File: config.mk
export PLATFORM = sky130hd
export DESIGN_NAME = mem_access_unit_flat
export DESIGN_NICKNAME = d
export VERILOG_FILES = /design/src/rtl/mem_access_unit_pkg.sv /design/src/rtl/mem_access_unit_if.sv /design/src/rtl/mem_access_unit_lane_align.sv /design/src/rtl/mem_access_unit.sv /design/src/flat_wrapper.sv
export SDC_FILE = /design/constraint.sdc
export NUM_CORES = 1
export LEC_CHECK = 0
export CAP_MARGIN = 20
export CORE_MARGIN = 4
export CORE_UTILIZATION = 53
export DETAILED_ROUTE_END_ITERATION = 10
export GPL_ROUTABILITY_DRIVEN = 0
export PLACE_DENSITY = 0.93
export SLEW_MARGIN = 40
export SYNTH_ARGS = -nofsm -noshare
export SYNTH_HDL_FRONTEND = slang
export SYNTH_HIERARCHICAL = 1
export SYNTH_SLANG_ARGS = --single-unit
File: constraint.sdc
create_clock -name clk -period 4.75 [get_ports clk]
set_input_delay 0.7125 -clock clk [delete_from_list [all_inputs] [get_ports clk]]
set_output_delay 0.7125 -clock clk [all_outputs]
set_load 0.005 [all_outputs]
File: src/rtl/mem_access_unit_pkg.sv
// Shared definitions for the data-memory load/store controller.
//   size_e  : request size encodings (byte/half/word, 3 is illegal)
//   state_e : controller state machine states
//   DEFAULT_MEM_BYTES : default data memory size in bytes
package mem_pkg;

  typedef enum logic [1:0] {
    SZ_BYTE = 2'd0,
    SZ_HALF = 2'd1,
    SZ_WORD = 2'd2,
    SZ_ILL  = 2'd3
  } size_e;

  typedef enum logic [1:0] {
    IDLE,
    RD_WAIT,
    WR,
    RESP
  } state_e;

  localparam int unsigned DEFAULT_MEM_BYTES = 1024;

endpackage

File: src/rtl/mem_access_unit_if.sv
// Request/response handshake plus data-memory bus of mem_access_unit.
//   master : CPU datapath side (drives requests, consumes responses)
//   slave  : the load/store controller itself
//   mem    : the data memory (consumes strobes, returns read word)
interface mem_access_unit_if;
  logic        req_valid;
  logic        req_ready;
  logic        req_write;
  logic [1:0]  req_size;
  logic        req_signed;
  logic [31:0] req_addr;
  logic [31:0] req_wdata;
  logic        resp_valid;
  logic        resp_ready;
  logic [31:0] resp_rdata;
  logic        resp_err;
  logic [31:0] mem_addr;
  logic [31:0] mem_wdata;
  logic        mem_w;
  logic        mem_r;
  logic [31:0] mem_rdata;

  modport master (
    output req_valid, req_write, req_size, req_signed, req_addr, req_wdata,
    output resp_ready,
    input  req_ready, resp_valid, resp_rdata, resp_err
  );

  modport slave (
    input  req_valid, req_write, req_size, req_signed, req_addr, req_wdata,
    input  resp_ready, mem_rdata,
    output req_ready, resp_valid, resp_rdata, resp_err,
    output mem_addr, mem_wdata, mem_w, mem_r
  );

  modport mem (
    input  mem_addr, mem_wdata, mem_w, mem_r,
    output mem_rdata
  );
endinterface

File: src/rtl/mem_access_unit_lane_align.sv
// Combinational byte-lane handling for a big-endian 32-bit memory.
//   size       : access size of the registered request
//   sign_ext   : sign-extend byte/half loads
//   rdata      : word read from memory at the request address
//   wdata      : right-justified store data
//   load_data  : extracted, zero/sign-extended load result
//   store_word : full word to write (store data merged over rdata)
// The addressed byte is always the most significant byte of the word read
// at that address, so no address-dependent lane selection is needed.
module mem_lane_align
  import mem_pkg::*;
(
  input  size_e       size,
  input  logic        sign_ext,
  input  logic [31:0] rdata,
  input  logic [31:0] wdata,
  output logic [31:0] load_data,
  output logic [31:0] store_word
);

  always_comb begin
    load_data  = rdata;
    store_word = wdata;
    case (size)
      SZ_BYTE: begin
        load_data  = {{24{sign_ext & rdata[31]}}, rdata[31:24]};
        store_word = {wdata[7:0], rdata[23:0]};
      end
      SZ_HALF: begin
        load_data  = {{16{sign_ext & rdata[31]}}, rdata[31:16]};
        store_word = {wdata[15:0], rdata[15:0]};
      end
      default: ;
    endcase
  end

endmodule

File: src/rtl/mem_access_unit.sv
// Initiator-side load/store controller for the big-endian data memory.
// Waits READ_LAT cycles on every read and performs read-modify-write for
// byte and half stores; word stores are written directly.
//   clk, rst_n : clock, asynchronous active-low reset
//   bus        : request/response handshake and memory bus (slave modport)
// Parameters: READ_LAT (1..15) read hold cycles, MEM_BYTES memory size.
module mem_access_unit
  import mem_pkg::*;
#(
  parameter int unsigned READ_LAT  = 4,
  parameter int unsigned MEM_BYTES = DEFAULT_MEM_BYTES
) (
  input  logic       clk,
  input  logic       rst_n,
  mem_access_unit_if.slave bus
);

  localparam logic [3:0] LAT_INIT = 4'(READ_LAT - 1);

  state_e      state, state_n;
  logic [3:0]  cnt;
  logic        r_write;
  logic        r_signed;
  size_e       r_size;
  logic [31:0] r_wdata;
  logic [31:0] mem_addr_q;
  logic [31:0] mem_wdata_q;
  logic [31:0] resp_rdata_q;
  logic        resp_err_q;

  size_e       req_sz;
  logic [32:0] req_end;
  logic        req_err;
  logic        req_word_st;
  logic [31:0] load_word;
  logic [31:0] store_word;

  assign req_sz      = size_e'(bus.req_size);
  assign req_word_st = bus.req_write && (req_sz == SZ_WORD);

  // Last byte touched is addr+3; 33-bit sum so a wrap past 2^32 still errors.
  always_comb begin
    req_end = {1'b0, bus.req_addr} + 33'd3;
    req_err = 1'b0;
    case (req_sz)
      SZ_HALF: req_err = bus.req_addr[0];
      SZ_WORD: req_err = |bus.req_addr[1:0];
      SZ_ILL:  req_err = 1'b1;
      default: ;
    endcase
    if (req_end >= 33'(MEM_BYTES)) req_err = 1'b1;
  end

  mem_lane_align u_lane (
    .size       (r_size),
    .sign_ext   (r_signed),
    .rdata      (bus.mem_rdata),
    .wdata      (r_wdata),
    .load_data  (load_word),
    .store_word (store_word)
  );

  always_comb begin
    state_n = state;
    case (state)
      IDLE: begin
        if (bus.req_valid) begin
          if (req_err)          state_n = RESP;
          else if (req_word_st) state_n = WR;
          else                  state_n = RD_WAIT;
        end
      end
      RD_WAIT: if (cnt == '0) state_n = r_write ? WR : RESP;
      WR:      state_n = RESP;
      RESP:    if (bus.resp_ready) state_n = IDLE;
      default: state_n = IDLE;
    endcase
  end

  assign bus.req_ready  = (state == IDLE);
  assign bus.resp_valid = (state == RESP);
  assign bus.mem_r      = (state == RD_WAIT);
  assign bus.mem_w      = (state == WR);
  assign bus.mem_addr   = mem_addr_q;
  assign bus.mem_wdata  = mem_wdata_q;
  assign bus.resp_rdata = resp_rdata_q;
  assign bus.resp_err   = resp_err_q;

  always_ff @(posedge clk or negedge rst_n) begin
    if (!rst_n) begin
      state        <= IDLE;
      cnt          <= '0;
      r_write      <= 1'b0;
      r_signed     <= 1'b0;
      r_size       <= SZ_BYTE;
      r_wdata      <= '0;
      mem_addr_q   <= '0;
      mem_wdata_q  <= '0;
      resp_rdata_q <= '0;
      resp_err_q   <= 1'b0;
    end else begin
      state <= state_n;
      case (state)
        IDLE: begin
          if (bus.req_valid) begin
            r_write      <= bus.req_write;
            r_signed     <= bus.req_signed;
            r_size       <= req_sz;
            r_wdata      <= bus.req_wdata;
            cnt          <= LAT_INIT;
            resp_err_q   <= req_err;
            resp_rdata_q <= '0;
            // Memory address/data only move for requests that will strobe.
            if (!req_err) mem_addr_q <= bus.req_addr;
            if (!req_err && req_word_st) mem_wdata_q <= bus.req_wdata;
          end
        end
        RD_WAIT: begin
          if (cnt != '0) begin
            cnt <= cnt - 4'd1;
          end else if (r_write) begin
            mem_wdata_q <= store_word;
          end else begin
            resp_rdata_q <= load_word;
          end
        end
        default: ;
      endcase
    end
  end

endmodule

File: src/flat_wrapper.sv
// flat-port wrapper written by rule: the top's interface ports become plain ports
module mem_access_unit_flat import mem_pkg::*;
#(
  parameter int unsigned READ_LAT  = 4,
  parameter int unsigned MEM_BYTES = DEFAULT_MEM_BYTES
)
  (clk, rst_n, bus_req_valid, bus_req_write, bus_req_size, bus_req_signed, bus_req_addr, bus_req_wdata, bus_resp_ready, bus_mem_rdata, bus_req_ready, bus_resp_valid, bus_resp_rdata, bus_resp_err, bus_mem_addr, bus_mem_wdata, bus_mem_w, bus_mem_r);
  mem_access_unit_if bus_i ();
  input  logic clk;
  input  logic rst_n;
  input wire logic [$bits(bus_i.req_valid)-1:0] bus_req_valid;
  input wire logic [$bits(bus_i.req_write)-1:0] bus_req_write;
  input wire logic [$bits(bus_i.req_size)-1:0] bus_req_size;
  input wire logic [$bits(bus_i.req_signed)-1:0] bus_req_signed;
  input wire logic [$bits(bus_i.req_addr)-1:0] bus_req_addr;
  input wire logic [$bits(bus_i.req_wdata)-1:0] bus_req_wdata;
  input wire logic [$bits(bus_i.resp_ready)-1:0] bus_resp_ready;
  input wire logic [$bits(bus_i.mem_rdata)-1:0] bus_mem_rdata;
  output wire logic [$bits(bus_i.req_ready)-1:0] bus_req_ready;
  output wire logic [$bits(bus_i.resp_valid)-1:0] bus_resp_valid;
  output wire logic [$bits(bus_i.resp_rdata)-1:0] bus_resp_rdata;
  output wire logic [$bits(bus_i.resp_err)-1:0] bus_resp_err;
  output wire logic [$bits(bus_i.mem_addr)-1:0] bus_mem_addr;
  output wire logic [$bits(bus_i.mem_wdata)-1:0] bus_mem_wdata;
  output wire logic [$bits(bus_i.mem_w)-1:0] bus_mem_w;
  output wire logic [$bits(bus_i.mem_r)-1:0] bus_mem_r;
  assign bus_i.req_valid = bus_req_valid;
  assign bus_i.req_write = bus_req_write;
  assign bus_i.req_size = bus_req_size;
  assign bus_i.req_signed = bus_req_signed;
  assign bus_i.req_addr = bus_req_addr;
  assign bus_i.req_wdata = bus_req_wdata;
  assign bus_i.resp_ready = bus_resp_ready;
  assign bus_i.mem_rdata = bus_mem_rdata;
  assign bus_req_ready = bus_i.req_ready;
  assign bus_resp_valid = bus_i.resp_valid;
  assign bus_resp_rdata = bus_i.resp_rdata;
  assign bus_resp_err = bus_i.resp_err;
  assign bus_mem_addr = bus_i.mem_addr;
  assign bus_mem_wdata = bus_i.mem_wdata;
  assign bus_mem_w = bus_i.mem_w;
  assign bus_mem_r = bus_i.mem_r;
  mem_access_unit #(.READ_LAT(READ_LAT), .MEM_BYTES(MEM_BYTES)) u_core (.clk(clk), .rst_n(rst_n), .bus(bus_i));
endmodule
=== After elaboration in Yosys (flattened, before gate mapping) ===
Cells that the tools add are included.

* Add/sub/neg operators: 2
* $lt $le $gt $ge: 1
* Equal/unequal tests: 15
* Mux-type cells: 23
* Bitwise gates (word level): 2
* Reduce and logical (&&, ||, !) cells: 15

{| class="wikitable"
|+ Operator list
! operator !! count
|-
| $pmux 32 s2 || 4
|-
| $mux 32 || 7
|-
| $add 32x2->33 const B || 1
|-
| $ge 33x11->1 const B || 1
|-
| $mux 2 || 5
|-
| $reduce_and 3->1 || 3
|-
| $eq 2x2->1 const B || 4
|-
| $mux 4 || 2
|-
| $ne 2x1->1 const B || 4
|-
| $ne 2x2->1 const B || 4
|-
| $pmux 2 s4 || 1
|-
| $pmux 4 s2 || 1
|-
| $eq 2x1->1 const B || 3
|-
| $reduce_and 5->1 || 1
|-
| $logic_not 2->1 || 2
|-
| $logic_not 4->1 || 1
|-
| $reduce_and 4->1 || 1
|-
| $reduce_bool 4->1 || 1
|-
| $sub 4x1->4 const B || 1
|-
| $pmux 1 s3 || 1
|-
| $logic_and 1x1->1 || 2
|-
| $mux 1 || 2
|-
| $reduce_and 2->1 || 1
|-
| $reduce_bool 2->1 || 1
|-
| 4 further kinds || 4
|}

* Flip-flop bits (word level): 139
* Bits of input ports: 104
* Output and inout port bits: 101

=== Longest topological paths before layout ===
* Depth after elaboration: 8
* Mapped depth: 10
* Mapped depth without buffers: 8

=== Hierarchy ===
The synthesis kept the hierarchy.

{| class="wikitable"
|+ By module, submodules not included
! module !! instances !! cells an instance !! area an instance (um^2) !! sequential area each (um^2)
|-
| mem_access_unit || 1 || 482 || 6344.8 || 3478.3
|-
| mem_lane_align || 1 || 161 || 1182.4 || 0.0
|}

=== Least setup slack after synthesis ===
No wires, ideal clock.

* Path type: input -> register
* Start point: input port bus_req_addr[7]
* End point: register u_core.mem_wdata_q[10], in the netlist u_core/bus.mem_wdata[10]
* Library setup time: 0.125 ns
* Arrival: 3.354 ns
* Data required time: 4.625 ns
* Setup slack: 1.271 ns
* Stages on the path: 9
* Path buffers: 1
* Cells stage by stage: nand4_2 -> or4_4 -> a311oi_1 -> mux2_2 -> nand4_1 -> or4_4 -> o41ai_4 -> buf_6 -> mux2_4

* Longest elaborated chain between the ends: 7

{| class="wikitable"
|+ RTL lines
! element !! RTL line !! RTL
|-
| start, declared || flat_wrapper.sv:15 || <nowiki>input wire logic [$bits(bus_i.req_addr)-1:0] bus_req_addr;</nowiki>
|-
| $add 32x2->33 || mem_access_unit.sv:43 || <nowiki>req_end = {1'b0, bus.req_addr} + 33'd3;</nowiki>
|-
| $ge 33x11->1 || mem_access_unit.sv:51 || <nowiki>if (req_end >= 33'(MEM_BYTES)) req_err = 1'b1;</nowiki>
|-
| $mux 1 || mem_access_unit.sv:51 ||
|-
| $logic_not 1->1 || -- ||
|-
| $logic_and 1x1->1 || mem_access_unit.sv:115 || <nowiki>if (!req_err && req_word_st) mem_wdata_q <= bus.req_wdata;</nowiki>
|-
| $ne 2x1->1 (no source line) || -- ||
|-
| $reduce_and 5->1 (no source line) || -- ||
|-
| end signal, assigned || mem_access_unit.sv:115 ||
|-
| end signal, assigned || mem_access_unit.sv:122 || <nowiki>mem_wdata_q <= store_word;</nowiki>
|-
| end, declared || mem_access_unit.sv:27 || <nowiki>logic [31:0] mem_wdata_q;</nowiki>
|}

Every way passes these cells.
A chain may end at the register's enable or synchronous reset.

=== Worst setup path in the final report ===
* Start point: input port bus_req_addr[7]
* End point: register u_core.mem_wdata_q[1], in the netlist u_core/bus.mem_wdata[1]

Same word-level chain as after synthesis.

==> reports/metrics.yaml <==
status:
  outcome: "finished clean"
synth:
  async_flop_share: 1.00
  avgSynthCellArea_um2: 11.7
  synth.area.top_cells: "dfrtp_1 (46%), mux2_2 (12%), mux2_4 (9.2%)"
  netlist-cell-type-count: 55
  yosysTopAreaCellShare: 0.462
  syn-num-nets: 753
  yosys.area.top_type: "dfrtp_1"
  ys.flop_type: "dfrtp_1"
  synthCells: 643
  synth-edff-count: 0
  yosysSeqAreaShare: 0.462
  synth-warning-count: 6
  synth-seq-cells: 139
  synth_area_mm2: 0.00753
clocking:
  clk_latency_ns: 0.42
  htreeDepth: 4
  ctsHoldBuffers: 0
  cts.reportedPaths.clkPinSlew_ns: 0.06
  cts_buffers: 17
  cts_resized: 0
  cts_buffer_depth: 2
  root_buffer: "clkbuf_16"
  cts_setup_buffers: 0
  cts.sinks: 139
  cts_tree: "yes"
worst_setup_path:
  r2r_cells: 8
  crit_type: "input pin to flip-flop"
  worst-endpoint-required_ns: 5.05
  crit_path_start: "bus_req_addr[7]"
  endpoint_kind: "flip-flop"
  r2r-start: "u_core/state[0]"
  arrival_ns: 4.20
  reg2reg_slack_ns: 2.12
  critPathMaxFanout: 32
  worstSetupStartpointType: "input pin"
detailed_routing:
  viasPerCell: 5.76
  wl_mm: 21.0
  num_vias: 5920
  first_pass_iters: 8
  drt_iter0_markers: 635
  drc: 0
  wl_per_cell_um: 20.5
  postRouteAntennaNets: 0
sta:
  period_needed_ns: 3.89
  hold_viol_final: 0
  final-setup-viol-count: 0
  period_share: 0.820
  max_freq_ghz: 0.257
  setup_slack_ns: 0.857
  fin_skew_ns: 0.00782
  tightest_slew_ns: 0.817
  maxSlewViolCount: 0
  relSlewSlack: 0.455
  setup_tns_ns: 0
  rsz0062_at_grt: "no"
global_route:
  grtUsageTotal: 0.263
  grt_pass1_wl_mm: 33.1
  grt_max_degree: 108
  use_met3: 0.0631
  use_met1: 0.358
  grt_pass1_vias: 5971
  grt.overflow.total: 0
  antenna_found_initial: 0
  met2_usage: 0.418
  top_usage_layer: "met2"
pwr:
  vdd.ir_drop.worst_uv: 304
  power.total_uw: 5440
  leakage_uw: 0.00453
  power_density_mw_per_mm2: 532
placed_design:
  port_buffers: 204
  placed_area_mm2: 0.00961
  dp_hpwl_mm: 14.9
  dp_slack_ns: 0.496
die:
  num_rows: 43
  die_w_um: 127
  core_area_mm2: 0.0139
  die_area_mm2: 0.0162
  die_h_um: 127
  ios: 205
  start_util: 0.542
final_layout:
  design_area_mm2: 0.0102
  nNetsFinal: 947
  syn_to_final_growth_pct: 35.8
  antennaDiodeCount: 0
  drive_above_1_share: 0.218
min_path:
  hold_class: "input pin to async pin"
flow_run:
  maxCapViolations: 0
[metrics by stage]
stage	utilization	hold slack, ns	instances
finish	0.736	0.221	1028
global route	0.736	0.241	1028
CTS	0.734	0.382	1027
detailed placement	0.692	0.488	997
global placement	0.690	0.476	996
floorplan	-	0.417	643
[flip-flops by register name (all words and copies together) (netlist names)]
| register | count |
|---|---|
| u_core/state | 2 |
| u_core/cnt | 4 |
| u_core/r_signed | 1 |
| u_core/bus.resp_rdata | 32 |
| u_core/r_write | 1 |
| u_core/bus.resp_err | 1 |
| u_core/bus.mem_wdata | 32 |
| u_core/r_size | 2 |
| u_core/bus.mem_addr | 32 |
| u_core/r_wdata | 32 |
[logic make-up after synthesis]
kind of cell,Yosys count,share of synthesized area
simple gates,179,0.126
mux,155,0.250
flops,139,0.462
compound gates,111,0.101
buf+inv,48,0.0447
fa+ha+maj,6,0.00997
xor+xnor,5,0.00582
[final timing paths]
| path | endpoint |
|---|---|
| worst min-delay path | u_core/bus.mem_wdata[18] |
| min in group clk | u_core/bus.mem_addr[16] |
| worst min register to register | u_core/bus.mem_addr[16] |
| worst max-delay path | u_core/bus.mem_wdata[1] |
| max in group asynchronous | u_core/r_size[1] |
| worst max register to register | u_core/bus.mem_wdata[1] |
[power breakdown]
| part | switching (µW) | internal, µW | total, µW |
|---|---|---|---|
| Clock | 480 | 846 | 1330 |
| Sequential | 383 | 1540 | 1920 |
| Combinational | 916 | 1270 | 2190 |
| Total | 1780 | 3660 | 5440 |
[critical path: stages]
cell	delay (ns)
clkdlybuf4s50_1	0.52
nand4_2	0.19
nor4_4	0.46
nand2_1	0.22
nor3_1	0.21
a21oi_1	0.08
or4_1	0.64
o41ai_4	0.44
buf_12	0.29
mux2_2	0.37
[synth_stat cells (3+ instances only)]
library cell  count
a22o_1           32
mux2_2           81
o21ai_2           3
ha_1              6
inv_1            10
a31oi_1           3
nand3_1          17
nor3_1           10
xor2_1            3
buf_12            4
dfrtp_1         139
o21ai_0          15
mux2i_1          28
nor2b_1          30
o21ai_1          20
nand2_1          70
nand4_1           8
buf_6            11
clkbuf_1         18
mux2_4           46
a21oi_1          24
nor2_1           18
nor4_1            3
[layout by cell type, fill, tap and decap left out, types with 3 or more instances in the layout]
cell type / count
o21ai_0: 15
mux2_2: 81
a21oi_1: 24
o21ai_1: 20
a22o_1: 32
ha_1: 5
nand2_1: 68
buf_4: 6
a31oi_1: 3
nor2b_1: 30
mux2_4: 46
clkbuf_1: 4
nor2_1: 18
nor3_1: 10
clkbuf_16: 17
mux2i_1: 28
nand3_1: 17
o21ai_2: 3
nand4_1: 8
clkdlybuf4s50_1: 203
xor2_1: 3
dfrtp_1: 138
inv_1: 10
bufinv_16: 3
[cell type report]
| class | count | area, µm² |
|---|---|---|
| clock buffer | 23 | 468 |
| clock inverter | 7 | 116 |
| fill | 946 | 3660 |
| inverter | 10 | 37.5 |
| multi-input combinational | 456 | 3730 |
| sequential | 139 | 3480 |
| tap | 180 | 225 |
| timing repair buffer | 213 | 2160 |
[routing by layer]
layer	vias up	share of wire
met2	260	0.49
li1	2709	-
met3	40	0.064
met1	2911	0.42
met4	0	0.021
met5	-	0
(Power assumes the default switching activity.)
